<file path="config.mk">
export PLATFORM = sky130hd
export DESIGN_NAME = mdom_scdb_hdr_serializer_flat
export DESIGN_NICKNAME = d
export VERILOG_FILES = /design/src/rtl/mdom_scdb_hdr_serializer_if.sv /design/src/rtl/mdom_scdb_hdr_serializer.sv /design/src/flat_wrapper.sv
export SDC_FILE = /design/constraint.sdc
export NUM_CORES = 1
export LEC_CHECK = 0
export CAP_MARGIN = 20
export CORE_AREA = 2 2 118 120
export DETAILED_ROUTE_END_ITERATION = 7
export DIE_AREA = 0 0 120 122
export HOLD_SLACK_MARGIN = 0.06
export PLACE_DENSITY = 0.8
export SYNTH_ARGS = -nofsm -noshare
export SYNTH_HDL_FRONTEND = slang
export SYNTH_SLANG_ARGS = --single-unit
</file>
<file path="constraint.sdc">
create_clock -name clk -period 4.57 [get_ports clk]
set_input_delay 0.457 -clock clk [delete_from_list [all_inputs] [get_ports clk]]
set_output_delay 0.457 -clock clk [all_outputs]
set_load 0.05 [all_outputs]
</file>
<file path="src/rtl/mdom_scdb_hdr_serializer_if.sv">
// ---------------------------------------------------------------------------
// mdom_scdb_hdr_serializer_if
//   Word stream between the header serializer and its downstream sink.
//
//   wr_ready  sink -> source  sink accepts wr_data this cycle
//   wr_valid  source -> sink  wr_data holds a valid header word
//   wr_data   source -> sink  16-bit serialized header word
//   wr_first  source -> sink  marks word 0 of a header
//   wr_last   source -> sink  marks word 7 of a header
//
//   master : serializer side
//   slave  : sink side
// ---------------------------------------------------------------------------
interface mdom_scdb_hdr_serializer_if;
  logic        wr_ready;
  logic        wr_valid;
  logic [15:0] wr_data;
  logic        wr_first;
  logic        wr_last;

  modport master (
    input  wr_ready,
    output wr_valid,
    output wr_data,
    output wr_first,
    output wr_last
  );

  modport slave (
    output wr_ready,
    input  wr_valid,
    input  wr_data,
    input  wr_first,
    input  wr_last
  );
endinterface

</file>
<file path="src/rtl/mdom_scdb_hdr_serializer.sv">
// ---------------------------------------------------------------------------
// mdom_scdb_hdr_serializer
//   Pops 111-bit header bundles from a show-ahead FIFO and emits each one
//   as eight 16-bit words on a valid/ready stream.
//     word 0    : {HDR_MARKER, 3'b000, channel_idx}
//     word 1..7 : 16-bit slices of {1'b0, bundle}, least significant first
//
//   Parameters
//     HDR_MARKER      marker byte placed in word 0
//
//   Ports
//     clk             rising-edge clock
//     rst_n           synchronous active-low reset
//     en              fetch enable; only gates the start of a new header
//     hdr_fifo_empty  header FIFO empty flag
//     hdr_fifo_dout   head-of-FIFO header bundle
//     hdr_fifo_rd_en  one-cycle pop strobe per header
//     wr              word stream (master side)
//     busy            a header is held or being sent
//     hdr_cnt         number of headers fully sent (wraps)
// ---------------------------------------------------------------------------
module mdom_scdb_hdr_serializer #(
  parameter logic [7:0] HDR_MARKER = 8'hA5
) (
  input  logic                               clk,
  input  logic                               rst_n,
  input  logic                               en,
  input  logic                               hdr_fifo_empty,
  input  logic [110:0]                       hdr_fifo_dout,
  output logic                               hdr_fifo_rd_en,
  mdom_scdb_hdr_serializer_if.master         wr,
  output logic                               busy,
  output logic [31:0]                        hdr_cnt
);

  typedef enum logic [0:0] {
    IDLE = 1'b0,
    SEND = 1'b1
  } state_t;

  state_t        state_q, state_d;
  logic [2:0]    k_q, k_d;
  logic [110:0]  shadow_q;
  logic          load;
  logic          cnt_inc;
  logic          accept;
  logic          can_fetch;
  logic [111:0]  payload;
  logic [15:0]   word;

  assign can_fetch = en & ~hdr_fifo_empty;
  assign accept    = (state_q == SEND) & wr.wr_ready;
  assign payload   = {1'b0, shadow_q};

  // Next-state / control. A pop happens either from IDLE or on the same
  // cycle word 7 is accepted, so consecutive headers leave no idle cycle.
  always_comb begin
    state_d = state_q;
    k_d     = k_q;
    load    = 1'b0;
    cnt_inc = 1'b0;
    unique case (state_q)
      IDLE: begin
        if (can_fetch) begin
          load    = 1'b1;
          k_d     = '0;
          state_d = SEND;
        end
      end
      SEND: begin
        if (accept) begin
          if (k_q == 3'd7) begin
            cnt_inc = 1'b1;
            k_d     = '0;
            if (can_fetch) begin
              load    = 1'b1;
              state_d = SEND;
            end else begin
              state_d = IDLE;
            end
          end else begin
            k_d = k_q + 3'd1;
          end
        end
      end
      default: begin
        state_d = IDLE;
        k_d     = '0;
      end
    endcase
  end

  // The pop strobe must stay low while reset is held, even though the
  // registered state already reads IDLE during that cycle.
  assign hdr_fifo_rd_en = load & rst_n;

  always_ff @(posedge clk) begin
    if (!rst_n) begin
      state_q  <= IDLE;
      k_q      <= '0;
      shadow_q <= '0;
      hdr_cnt  <= '0;
    end else begin
      state_q <= state_d;
      k_q     <= k_d;
      if (load) begin
        shadow_q <= hdr_fifo_dout;
      end
      if (cnt_inc) begin
        hdr_cnt <= hdr_cnt + 32'd1;
      end
    end
  end

  // Word select purely from held state, so the word is stable under
  // backpressure and independent of the FIFO head.
  always_comb begin
    word = '0;
    unique case (k_q)
      3'd0: word = {HDR_MARKER, 3'b000, shadow_q[110:106]};
      3'd1: word = payload[15:0];
      3'd2: word = payload[31:16];
      3'd3: word = payload[47:32];
      3'd4: word = payload[63:48];
      3'd5: word = payload[79:64];
      3'd6: word = payload[95:80];
      3'd7: word = payload[111:96];
      default: word = '0;
    endcase
  end

  always_comb begin
    wr.wr_valid = (state_q == SEND);
    wr.wr_data  = wr.wr_valid ? word : 16'h0000;
    wr.wr_first = wr.wr_valid & (k_q == 3'd0);
    wr.wr_last  = wr.wr_valid & (k_q == 3'd7);
    busy        = (state_q == SEND);
  end

endmodule

</file>
<file path="src/flat_wrapper.sv">
// flat-port wrapper written by rule: the top's interface ports become plain ports
module mdom_scdb_hdr_serializer_flat 
#(
  parameter logic [7:0] HDR_MARKER = 8'hA5
)
  (clk, rst_n, en, hdr_fifo_empty, hdr_fifo_dout, hdr_fifo_rd_en, busy, hdr_cnt, wr_wr_ready, wr_wr_valid, wr_wr_data, wr_wr_first, wr_wr_last);
  mdom_scdb_hdr_serializer_if wr_i ();
  input  logic clk;
  input  logic rst_n;
  input  logic en;
  input  logic hdr_fifo_empty;
  input  logic [110:0] hdr_fifo_dout;
  output logic hdr_fifo_rd_en;
  output logic busy;
  output logic [31:0] hdr_cnt;
  input wire logic [$bits(wr_i.wr_ready)-1:0] wr_wr_ready;
  output wire logic [$bits(wr_i.wr_valid)-1:0] wr_wr_valid;
  output wire logic [$bits(wr_i.wr_data)-1:0] wr_wr_data;
  output wire logic [$bits(wr_i.wr_first)-1:0] wr_wr_first;
  output wire logic [$bits(wr_i.wr_last)-1:0] wr_wr_last;
  assign wr_i.wr_ready = wr_wr_ready;
  assign wr_wr_valid = wr_i.wr_valid;
  assign wr_wr_data = wr_i.wr_data;
  assign wr_wr_first = wr_i.wr_first;
  assign wr_wr_last = wr_i.wr_last;
  mdom_scdb_hdr_serializer #(.HDR_MARKER(HDR_MARKER)) u_core (.clk(clk), .rst_n(rst_n), .en(en), .hdr_fifo_empty(hdr_fifo_empty), .hdr_fifo_dout(hdr_fifo_dout), .hdr_fifo_rd_en(hdr_fifo_rd_en), .wr(wr_i), .busy(busy), .hdr_cnt(hdr_cnt));
endmodule
</file>
==> results.toml <==
[floorplan]
die_w_um = 120
core-area_um2 = 13500
start_util_pct = 47.93
pin_count = 169
dieArea_um2 = 14640
die_y_um = 122
fp-row-count = 43

[global_routing]
grt_use_total_pct = 26.19
grt_max_degree = 113
grt_pass1_vias = 5905
antenna_found_initial = 0
overflow = 0
grt_pass1_wl_mm = 30.05

[final_layout]
nets = 1075
synthToLayoutAreaGrowth_pct = 37.66
drive_gt1_share_pct = 8.402
num_antenna_cells = 0
fillers = 1123
multi_input_area_um2 = 3261
final_cell_area_um2 = 8910
seqCellArea_um2 = 2943

[worst_setup_path]
crit_family = "simple AND/OR/NAND/NOR gates"
r2r-end = "u_core.shadow_q[32]"
setup.worst_path.end_class = "primary output"
critPathLaunchType = "flop"
crit_required_ns = 4.11
cpPeakStageDelay_ns = 0.73
slowest_stage = "clkdlybuf4s50_1"
crit_arrival_ns = 3.37
reg2reg_depth = 7
critPathBufInv = 1
cpMostUsedCell = "ha_1"
crit_fanout = 17
r2r_slack_ns = 1.59
rr_startpoint = "u_core.k_q[2]"
worstSetupPathType = "reg2out"
path_cells = "ha_1, ha_1, or4_1, o21ai_1, nor2_1, clkdlybuf4s50_1"

[power_and_ir_drop]
ir_drop_mv = 0.2424
clkPwrFrac_pct = 46.9
seqPwrFrac_pct = 43.7
switching_share_pct = 23.14
powerDensity_nw_per_um2 = 349.8
leakagePower_uw = 0.003052
intPower_uw = 2396
combPwrFrac_pct = 9.4
p_sw_uw = 721.3

[place]
placed_area_um2 = 8280
place.gp.congestion = 0.9423
dp_hpwl_mm = 13.41
io_buffer_count = 168

[clock_tree]
post_cts_resized = 0
cts_max_level = 4
clkTransAtPathRegs_ns = 0.06
numClockSinks = 147
cts_buffer_depth = 2
hold_buffers = 0
cts_buffers = 17
post-cts-setup-buffers = 0
clock_latency_ns = 0.43
cts-root-buf = "clkbuf_16"
cts_tree = "done"

[timing]
finalHoldViolCount = 0
finalClockSkew_ns = 0.005020
finalSetupTns_ns = 0
relSlewSlack_pct = 27.61
max_freq_mhz = 261.5
setup_viol = 0
maxSlewViolCount = 0
post-route-period-util_pct = 83.69
rsz0062_at_grt = "no"
period_minus_slack_ns = 3.825
worst_pin_slew_ns = 1.086

[synthesis]
synth-edff-count = 0
syn_area_um2 = 6472
ys_ff_latch = 147
syn_area_per_cell_um2 = 7.893
synth-async-reset-ratio_pct = 0
ys_warn_count = 0
syn_inst = 820
synth_top_flop_cell = "dfxtp_1"
synth_fp_nets = 944
ys_seq_area_share_pct = 45.47
ys_types = 52

[routing]
post-route-drc-count = 0
vias = 6393
drt_pre_antenna_iters = 5
ant_nets = 0
drt_iter0_markers = 645
vias_per_cell = 5.588
wl_per_cell_um = 16.57
drt-total-wl_mm = 18.96

[hold_path]
hold_class = "reg2reg"
worstHoldPathCells = 2
whs_endpoint = "u_core.shadow_q[16]"
worstHoldStart = "u_core.shadow_q[16]"

[job]
maxCapViolations = 0

[run_status]
status = "finished, final reports clean"
==> layout make-up <==
class                      instances  share of cell area (%)
timing repair buffer             173                   20.42
multi-input combinational        604                   36.60
clock buffer                      21                   5.393
clock inverter                    11                   1.671
inverter                           8                  0.3651
sequential                       147                   33.03
tap                              180                   2.528
==> power by group through the flow <==
stage	registers, uW	logic (uW)	clock network [uW]
floorplan	1380	141	0
global placement	1390	289	0
detailed placement	1390	291	0
CTS	1360	293	1480
global route	1360	319	1530
finish	1360	294	1460
==> cells in the final DEF, fill, tap and decap left out, types with 5 or more instances in the layout <==
cell type,synthesis,layout
nand2_1,271,271
inv_1,6,6
and3_1,5,5
mux2_2,23,23
buf_12,0,10
nand3_1,11,11
nand2b_1,5,5
nor2_1,15,15
a31oi_1,10,10
dfxtp_1,147,147
a21oi_1,140,139
xnor2_1,5,5
a222oi_1,15,15
o31ai_1,9,9
clkdlybuf4s50_1,0,158
o21ai_0,7,7
ha_1,8,8
clkbuf_16,0,17
or4_1,13,13
buf_4,1,5
a221oi_1,5,5
nand4_1,6,6
or3_1,7,7
==> worst min-delay path, stage by stage (launching register included) <==
cell,delay (ns)
dfxtp_1,0.30
nand2_1,0.05
a21oi_1,0.05
==> routing by layer <==
metal | routed length (um) | global-route usage [%] | share of wire, % | vias up
li1 | - | - | - | 3111
met5 | 0 | 0 | 0 | -
met3 | 1232 | 5.524 | 6.5 | 38
met1 | 8256 | 33.91 | 44 | 2992
met4 | 569 | 11.18 | 3.0 | 0
met2 | 8902 | 42.40 | 47 | 252
==> stage by stage <==
step | setup WS [ns] | util [%] | hold WS [ns] | total power (uW) | std cells
after CTS | 0.7734 | 65.98 | 0.4547 | 3128 | 1144
after detailed placement | 1.236 | 61.32 | 0.4464 | 1678 | 1112
after global routing | 0.6164 | 65.98 | 0.4734 | 3210 | 1144
after floorplan | 0.4831 | - | 0.4319 | 1516 | 820
after global placement | 1.246 | 61.32 | 0.4387 | 1675 | 1112
final | 0.7453 | 65.98 | 0.4523 | 3117 | 1144
==> state kept, by name, summed over array words and instances, names as in the netlist <==
register and cells:
u_core.shadow_q 111, u_core.busy 1, u_core.hdr_cnt 32, u_core.k_q 3
==> cells by family (layout without fill, tap and decap cells) <==
logic type	Yosys count	count (layout)	synth area share [%]
adder cells (fa/ha/maj)	8	8	1.547
buffers and inverters	69	213	4.446
XOR/XNOR	9	9	1.218
AND/OR/NAND/NOR	356	356	24.09
AO/OA/AOI/OAI	207	207	19.08
flip-flops	147	147	45.47
multiplexers	24	24	4.156
==> how the worst max path moves through the flow <==
stage,startpoint,to,cells after the start
final,u_core.k_q[0],wr_wr_data[6],6
after global placement,u_core.k_q[0],wr_wr_data[6],6
after floorplan,u_core.k_q[2],wr_wr_data[0],10
after detailed placement,u_core.k_q[0],wr_wr_data[6],6
after CTS,u_core.k_q[0],wr_wr_data[6],6
after global routing,u_core.k_q[0],wr_wr_data[1],7
==> cell usage after synthesis, drive strengths merged, types with 2 or more instances <==
master	number	area share (%)
nand2	272	16
nand2b	5	0.48
xor2	4	0.54
nor3	4	0.31
clkbuf	54	3.1
a222oi	15	2.3
mux2	23	4.0
a21o	3	0.35
and3	5	0.48
a31oi	10	0.97
nand3	12	1.0
o21ai	8	0.62
nor4	2	0.19
dfxtp	147	45
and2	4	0.39
o311ai	3	0.41
o31ai	9	1.0
a221oi	5	0.68
buf	7	0.85
xnor2	5	0.68
a22o	2	0.27
or4	15	1.9
ha	8	1.5
inv	7	0.41
a41oi	4	0.54
and4	4	0.56
a21oi	140	11
nand4	8	1.1
nor2	15	0.87
or3	7	0.68
o41ai	4	0.54
Power figures use the tool's default switching activity.
